File: config.mk
export PLATFORM = sky130hd
export DESIGN_NAME = ram_loader
export DESIGN_NICKNAME = d
export VERILOG_FILES = /design/src/rtl/ram_loader_pkg.sv /design/src/rtl/ram_loader_sync_ram.sv /design/src/rtl/ram_loader.sv
export SDC_FILE = /design/constraint.sdc
export NUM_CORES = 1
export LEC_CHECK = 0
export BUFFER_PORTS_ARGS = -buffer_cell sky130_fd_sc_hd__buf_4
export CORE_MARGIN = 1.5
export CORE_UTILIZATION = 53
export CTS_CLUSTER_SIZE = 10
export DETAILED_ROUTE_END_ITERATION = 6
export GPL_ROUTABILITY_DRIVEN = 0
export PLACE_DENSITY_LB_ADDON = 0.15
export SYNTH_ARGS = -nofsm -noshare
export SYNTH_HDL_FRONTEND = slang
export SYNTH_SLANG_ARGS = --single-unit
File: constraint.sdc
create_clock -name clk -period 2.9 [get_ports clk]
set_clock_uncertainty 0.2 [all_clocks]
set_input_delay 0.87 -clock clk [delete_from_list [all_inputs] [get_ports clk]]
set_output_delay 0.87 -clock clk [all_outputs]
set_load 0.03 [all_outputs]
File: src/rtl/ram_loader_pkg.sv
// Shared definitions for the RAM loader: default widths and the FSM state encoding.
package ram_loader_pkg;
  localparam int DEF_DATA_W = 8;
  localparam int DEF_ADDR_W = 5;

  typedef enum logic [1:0] {
    IDLE = 2'd0,
    LOAD = 2'd1,
    DONE = 2'd2
  } state_t;
endpackage

File: src/rtl/ram_loader_sync_ram.sv
// Single write port, single registered read port memory; read-first on address collision.
module sync_ram #(
  parameter int DATA_W = 8,
  parameter int ADDR_W = 5
) (
  input  logic              clk,
  input  logic              reset,
  input  logic              we,
  input  logic [ADDR_W-1:0] wr_addr,
  input  logic [DATA_W-1:0] wr_data,
  input  logic [ADDR_W-1:0] rd_addr,
  output logic [DATA_W-1:0] rd_data
);
  localparam int DEPTH = 1 << ADDR_W;

  logic [DATA_W-1:0] mem [DEPTH];

  // Storage is never cleared; only the output register sees reset.
  always_ff @(posedge clk) begin
    if (we) begin
      mem[wr_addr] <= wr_data;
    end
  end

  always_ff @(posedge clk or posedge reset) begin
    if (reset) begin
      rd_data <= '0;
    end else begin
      rd_data <= mem[rd_addr];
    end
  end
endmodule

File: src/rtl/ram_loader.sv
// Streams exactly 2**ADDR_W words into a memory after a start request, keeping a running checksum.
module ram_loader
  import ram_loader_pkg::*;
#(
  parameter int DATA_W = DEF_DATA_W,
  parameter int ADDR_W = DEF_ADDR_W
) (
  input  logic              clk,
  input  logic              reset,
  input  logic              start,
  input  logic [DATA_W-1:0] din,
  input  logic              din_valid,
  output logic              din_ready,
  output logic              busy,
  output logic              done,
  output logic [DATA_W-1:0] checksum,
  input  logic [ADDR_W-1:0] rd_addr,
  output logic [DATA_W-1:0] rd_data
);
  state_t            state;
  state_t            state_nxt;
  logic [ADDR_W-1:0] wr_addr;
  logic              we;
  logic              begin_load;

  function automatic logic [DATA_W-1:0] wrap_add(input logic [DATA_W-1:0] a,
                                                 input logic [DATA_W-1:0] b);
    return a + b;
  endfunction

  always_ff @(posedge clk or posedge reset) begin
    if (reset) begin
      state <= IDLE;
    end else begin
      state <= state_nxt;
    end
  end

  always_comb begin
    state_nxt = state;
    din_ready = 1'b0;
    busy      = 1'b0;
    done      = 1'b0;
    case (state)
      IDLE: begin
        if (start) begin
          state_nxt = LOAD;
        end
      end
      LOAD: begin
        din_ready = 1'b1;
        busy      = 1'b1;
        if (din_valid && (wr_addr == '1)) begin
          state_nxt = DONE;
        end
      end
      DONE: begin
        done      = 1'b1;
        busy      = 1'b1;
        state_nxt = IDLE;
      end
      default: state_nxt = IDLE;
    endcase
  end

  assign we         = din_ready & din_valid;
  assign begin_load = (state == IDLE) & start;

  // wr_addr wraps to 0 on its own after the last word.
  always_ff @(posedge clk or posedge reset) begin
    if (reset) begin
      wr_addr  <= '0;
      checksum <= '0;
    end else if (begin_load) begin
      wr_addr  <= '0;
      checksum <= '0;
    end else if (we) begin
      wr_addr  <= wr_addr + 1'b1;
      checksum <= wrap_add(checksum, din);
    end
  end

  sync_ram #(
    .DATA_W(DATA_W),
    .ADDR_W(ADDR_W)
  ) u_ram (
    .clk    (clk),
    .reset  (reset),
    .we     (we),
    .wr_addr(wr_addr),
    .wr_data(din),
    .rd_addr(rd_addr),
    .rd_data(rd_data)
  );
endmodule

==> results of run 1 <==
==> tightest hold or removal path: cells and delay by family <==
kind / cells / cell delay (ns)
buf+inv: 3 / 0.47
==> routing by layer <==
metal / part of all wire / vias to the layer above / wire, um
li1: - / 2363 / -
met1: 0.42 / 2896 / 10200
met2: 0.48 / 255 / 11600
met3: 0.077 / 32 / 1870
met4: 0.019 / 0 / 470
met5: 0 / - / 0
==> cell families (layout without fill, tap and decap cells) <==
group / count (synthesis) / count (layout) / synth area share
compound gates: 28 / 28 / 0.0156
xor+xnor: 4 / 4 / 0.00315
fa+ha+maj: 17 / 17 / 0.0198
buf+inv: 34 / 150 / 0.0143
flops: 279 / 279 / 0.742
mux: 88 / 88 / 0.170
simple gates: 84 / 84 / 0.0348
==> flip-flops by register name, summed over array words and instances (netlist names) <==
name	count
u_ram.mem	256
checksum	8
u_ram.rd_data	8
wr_addr	5
state	2
==> cell usage in the layout (no fill, tap or decap), types with 2 or more instances in the layout <==
cell and instances:
a211oi_1 2, a21oi_1 9, and2_1 3, and3_1 2, buf_12 7, buf_4 77, clkbuf_1 26, clkbuf_16 31
dfrtp_1 23, edfxtp_1 256, ha_1 16, inv_1 9, mux2_2 8, mux4_2 80, nand2_1 19, nand3_1 3
nand3b_1 3, nor2_1 39, nor2b_1 3, nor3_1 3, o211ai_1 2, o21a_1 3, o21ai_0 6, o31ai_1 2
or3b_2 2, xnor2_1 2, xor2_1 2
==> layout make-up <==
cell class	instances	area, um2	share of cell area
Sequential cell	279	8260	0.639
Multi-Input combinational cell	221	2710	0.209
Inverter	9	33.8	0.00261
Clock buffer	57	873	0.0675
Tap cell	270	338	0.0261
Timing Repair Buffer	84	718	0.0555
==> power groups by stage <==
stage / combinational (mW) / sequential [mW] / clock (mW)
after floorplan: 0.662 / 4.82 / 0
after global placement: 1.20 / 4.71 / 0
after global routing: 1.33 / 4.65 / 3.63
final: 1.22 / 4.63 / 3.41
after detailed placement: 1.23 / 4.71 / 0
after CTS: 1.23 / 4.63 / 3.48
==> through the flow <==
step	hold slack [ns]	total power, mW	setup slack [ns]	cells
floorplan	0.356	5.48	0.0220	534
global route	0.217	9.61	0.276	920
CTS	0.188	9.35	0.320	920
global placement	0.335	5.90	-0.104	863
detailed placement	0.340	5.94	-0.121	863
finish	0.198	9.27	0.358	920
==> final timing paths <==
path	endpoint	slack, ns	cells after the start
worst max-delay path	din_ready	0.36	3
worst min-delay path	state[1]	0.20	3
worst max register to register	u_ram.mem[14][3]	0.53	6
worst min register to register	checksum[3]	0.35	2
max in group asynchronous	u_ram.rd_data[0]	2.03	3
min in group clk	checksum[3]	0.35	2
==> impl_metrics.py, run 1 <==
metrics = {
    "pwr": {
        "seqPwrFrac": 0.500,
        "p_sw_mw": 2.25,
        "combPwrFrac": 0.132,
        "p_int_mw": 7.02,
        "power_density_nw_per_um2": 717,
        "p_leak_nw": 4.33,
        "switching_share": 0.242,
        "peakVddDrop_v": 0.000504,
        "pwr-share-clk": 0.368,
    },
    "setup_path": {
        "critical_path_class": "reg -> out",
        "crit_family": "flip-flops",
        "path_cells": "inv_1 -> ha_1 -> buf_4",
        "critical_path_buf_inv_count": 2,
        "startpoint": "state[1]",
        "slowest_stage": "dfrtp_1",
        "crit_required_ns": 1.83,
        "cp.arrival_ns": 1.47,
        "r2r_start": "state[1]",
        "start_kind": "flop",
        "end_kind": "output port",
        "critPathMaxFanout": 5,
        "max_stage_delay_ns": 0.38,
    },
    "flow_run": {
        "max-cap-violations": 0,
    },
    "placed_design": {
        "dp_hpwl_um": 15700,
        "portBuffers": 35,
        "postPlaceCellArea_um2": 12100,
    },
    "global_routing": {
        "use_met1": 0.350,
        "antenna_found_initial": 0,
        "grt_usage": 0.232,
        "grt_max_degree": 35,
        "overflow": 0,
        "grt_pass1_vias": 5777,
        "use_met3": 0.0358,
        "use_met2": 0.364,
        "busiest_layer": "met2",
        "grt_pass1_wl_um": 36600,
    },
    "clocking": {
        "holdBufCountCts": 0,
        "ctsResizeCount": 0,
        "clock-sinks": 279,
        "cts_post_setup_buffers_inserted": 0,
        "cts_made_buffers": 31,
        "clock_path_buffers": 3,
        "insertion_delay_ns": 0.54,
        "cts-root-buf": "clkbuf_16",
        "path_clk_slew_ns": 0.05,
        "cts_tree": "yes",
        "h-tree-depth": 1,
    },
    "synth": {
        "ys_seq_area_frac": 0.742,
        "yosysWarnings": 0,
        "synth_cell_type_count": 40,
        "ys_ff_latch": 279,
        "syn_avg_cell_area_um2": 20.8,
        "async_flop_share": 0.0824,
        "synth_flop_cell": "edfxtp_1",
        "yosysTopAreaCell": "edfxtp_1",
        "synth_top_area_share": 0.691,
        "yosys-top-cells-count": "edfxtp_1 (256), mux4_2 (80), nor2_1 (39)",
        "synth_area_leaders": "edfxtp_1 (69%), mux4_2 (16%), dfrtp_1 (5.2%), ha_1 (1.8%), nor2_1 (1.3%)",
        "synthCells": 534,
        "synth-edff-count": 256,
        "yosysMostFrequentCell": "edfxtp_1",
        "synth_nets": 568,
        "synth_area_um2": 11100,
    },
    "routing": {
        "dr_total_vias": 5546,
        "wirelength_um": 24200,
        "avgViaCountPerCell": 6.03,
        "ant_nets": 0,
        "wire_per_inst_um": 26.3,
        "drt-initial-drc-count": 564,
        "drc": 0,
        "first_pass_iters": 4,
    },
    "layout": {
        "drive_gt1_frac": 0.315,
        "fillers": 1410,
        "areaGrowthSynthToFinish_pct": 16.2,
        "fin_area_um2": 12900,
        "nets": 660,
        "final_util": 0.633,
        "diodes": 0,
    },
    "floorplan": {
        "die_x_um": 148,
        "core_um2": 20400,
        "die_area_um2": 21900,
        "chipHeight_um": 148,
        "rows": 52,
        "initial_utilization": 0.545,
        "ios": 36,
    },
    "run_status": {
        "status": "completed",
    },
    "timing": {
        "fin_tns_setup_ns": 0,
        "fin_crit_sh": 0.877,
        "fin_crit_ns": 2.54,
        "fmax_mhz": 393,
        "slew_headroom": 0.670,
        "setup_viol": 0,
        "worst_slew_pin_slew_ns": 0.495,
        "hold_viol": 0,
        "rsz0062_at_grt": "no",
        "report.final.slew_viol_count": 0,
    },
    "hold_path": {
        "min_path_type": "in -> async",
    },
}
Note: power is estimated with default switching activity, not from simulation.
==> inputs of run 2 (changes only) <==
--- a/config.mk
+++ b/config.mk
@@ -5,6 +5,7 @@
 export SDC_FILE = /design/constraint.sdc
 export NUM_CORES = 1
 export LEC_CHECK = 0
+export ABC_AREA = 1
 export BUFFER_PORTS_ARGS = -buffer_cell sky130_fd_sc_hd__buf_4
 export CORE_MARGIN = 1.5
 export CORE_UTILIZATION = 53
==> run 2 against run 1 <==
Global-route usage grew 0.48 points. Cell area grew 3.4%. Core utilization is 2.2 points lower. Synthesized cell count up 96%. Critical endpoint unchanged. Largest cell class unchanged. Largest power group unchanged.
==> impl_metrics.py, run 2 <==
metrics = {
    "run_status": {
        "status": "completed",
    },
    "setup_path": {
        "critPathMaxFanout": 4,
        "critical_path_buf_inv_count": 2,
        "r2r_slack_ns": 0.67,
        "slowest_stage": "dfrtp_1",
        "path_cells": "inv_1 -> ha_1 -> buf_4",
        "crit_family": "flip-flops",
        "critical_path_class": "reg -> out",
        "end_kind": "output port",
        "cp.arrival_ns": 1.48,
        "max_stage_delay_ns": 0.38,
        "start_kind": "flop",
        "crit_required_ns": 1.83,
    },
    "layout": {
        "diodes": 0,
        "areaGrowthSynthToFinish_pct": 13.1,
        "final_common_cell": "nand2_1",
        "final_util": 0.611,
        "fillers": 1828,
        "reg_top3": "u_ram.mem: 256 flops, checksum: 8 flops, u_ram.rd_data: 8 flops",
        "fin_area_um2": 13400,
        "final_cell_mix": "nand2_1 (394), edfxtp_1 (256), nand3_1 (205)",
        "largest_reg_flops": 256,
        "drive_gt1_frac": 0.107,
        "nets": 1148,
        "regMostFlops": "u_ram.mem",
    },
    "floorplan": {
        "ios": 36,
        "initial_utilization": 0.540,
        "die_x_um": 152,
        "chipHeight_um": 152,
        "die_area_um2": 23200,
        "rows": 54,
        "core_um2": 21900,
    },
    "clocking": {
        "path_clk_slew_ns": 0.06,
        "insertion_delay_ns": 0.55,
        "clock_path_buffers": 3,
        "cts_tree": "yes",
        "clock-sinks": 279,
        "cts_post_setup_buffers_inserted": 0,
        "h-tree-depth": 1,
        "ctsResizeCount": 0,
        "cts_made_buffers": 31,
        "cts-root-buf": "clkbuf_16",
        "holdBufCountCts": 0,
    },
    "pwr": {
        "p_leak_nw": 5.21,
        "power_mw": 9.46,
        "power_density_nw_per_um2": 707,
        "peakVddDrop_v": 0.000556,
    },
    "timing": {
        "fmax_mhz": 393,
        "rsz0062_at_grt": "no",
        "setup_viol": 0,
        "hold_viol": 0,
        "report.final.slew_viol_count": 0,
        "slew_headroom": 0.604,
        "fin_crit_sh": 0.878,
        "worst_slew_pin_slew_ns": 0.593,
        "fin_tns_setup_ns": 0,
        "fin_crit_ns": 2.55,
    },
    "synth": {
        "synth_area_leaders": "edfxtp_1 (65%), nand2_1 (13%), nand3_1 (8.7%), dfrtp_1 (4.9%), buf_6 (2.0%)",
        "yosys-top-cells-count": "nand2_1 (394), edfxtp_1 (256), nand3_1 (205)",
        "synth_nets": 1082,
        "synth_flop_cell": "edfxtp_1",
        "yosysTopAreaCell": "edfxtp_1",
        "synth_cell_type_count": 26,
        "syn_avg_cell_area_um2": 11.3,
        "yosysWarnings": 0,
        "synth_area_um2": 11800,
        "ys_ff_latch": 279,
        "synth-edff-count": 256,
        "ys_seq_area_frac": 0.698,
        "synthCells": 1048,
        "yosysMostFrequentCell": "nand2_1",
        "async_flop_share": 0.0824,
        "synth_top_area_share": 0.650,
    },
    "global_routing": {
        "grt_usage": 0.237,
        "antenna_found_initial": 0,
        "grt_pass1_wl_um": 42300,
        "use_met1": 0.320,
        "use_met2": 0.401,
        "overflow": 0,
        "use_met3": 0.0381,
        "grt_pass1_vias": 7642,
        "grt_max_degree": 129,
        "busiest_layer": "met2",
    },
    "hold_path": {
        "min_path_type": "in -> async",
    },
    "flow_run": {
        "max-cap-violations": 0,
    },
    "routing": {
        "drt-initial-drc-count": 671,
        "wirelength_um": 27400,
        "drc": 0,
        "dr_total_vias": 7773,
        "avgViaCountPerCell": 5.48,
        "wire_per_inst_um": 19.3,
        "first_pass_iters": 5,
        "ant_nets": 0,
    },
    "placed_design": {
        "dp_hpwl_um": 16200,
        "portBuffers": 35,
        "postPlaceCellArea_um2": 12500,
    },
}
-- run 2: changes by cell type in the layout (fill, tap and decap cells not counted), moves of 5 or more --
cell / delta
buf_4: +5
inv_1: +16
mux2_2: -8
mux4_2: -80
nand2_1: +375
nand3_1: +202
o21ai_0: +5
-- run 2: final cells by class --
class	count	area, um2	share of cell area
multi-input cells	688	3060	0.229
clock inverters	1	8.76	0.000655
clock buffers	57	873	0.0653
well taps	280	350	0.0262
inverters	27	103	0.00767
flip-flops and latches	279	8260	0.618
repair buffers	87	716	0.0535
-- run 2: path summary, 6_finish.rpt --
path                                         end   startpoint  cells after the start
worst max-delay path                   din_ready     state[1]                      3
worst min-delay path                  wr_addr[1]        reset                      3
worst max register to register   u_ram.mem[8][0]     state[1]                      7
worst min register to register       checksum[4]  checksum[4]                      2
max in group asynchronous       u_ram.rd_data[3]        reset                      3
min in group clk                     checksum[4]  checksum[4]                      2
-- run 2: cells by family after synthesis --
group	after synthesis	share of synthesized area
compound gates	25	0.0118
fa+ha+maj	17	0.0186
buf+inv	81	0.0426
simple gates	645	0.228
xor+xnor	1	0.000740
flops	279	0.698
-- run 2: worst min-delay path: stages --
cell and delay [ns]:
buf_4 0.11, inv_1 0.04, buf_4 0.33
-- run 2: report_power, final --
part,internal (mW),switching [mW],leakage [nW]
clock network,2.00,1.46,0.417
logic,0.452,0.928,2.19
registers,4.53,0.0864,2.60
total,6.98,2.48,5.21
-- run 2: metal layers --
layer	wire length (um)	up-vias
li1	-	3749
met1	11300	3709
met2	13700	270
met3	1850	45
met4	594	0
met5	0	-
-- run 2: through the flow --
step           hold slack, ns  cells  setup WS (ns)
6_report                0.187   1419          0.354
5_1_grt                 0.217   1419          0.293
3_5_place_dp            0.322   1361          0.301
2_1_floorplan           0.347   1048          0.552
3_3_place_gp            0.320   1361          0.310
4_1_cts                 0.191   1419          0.347
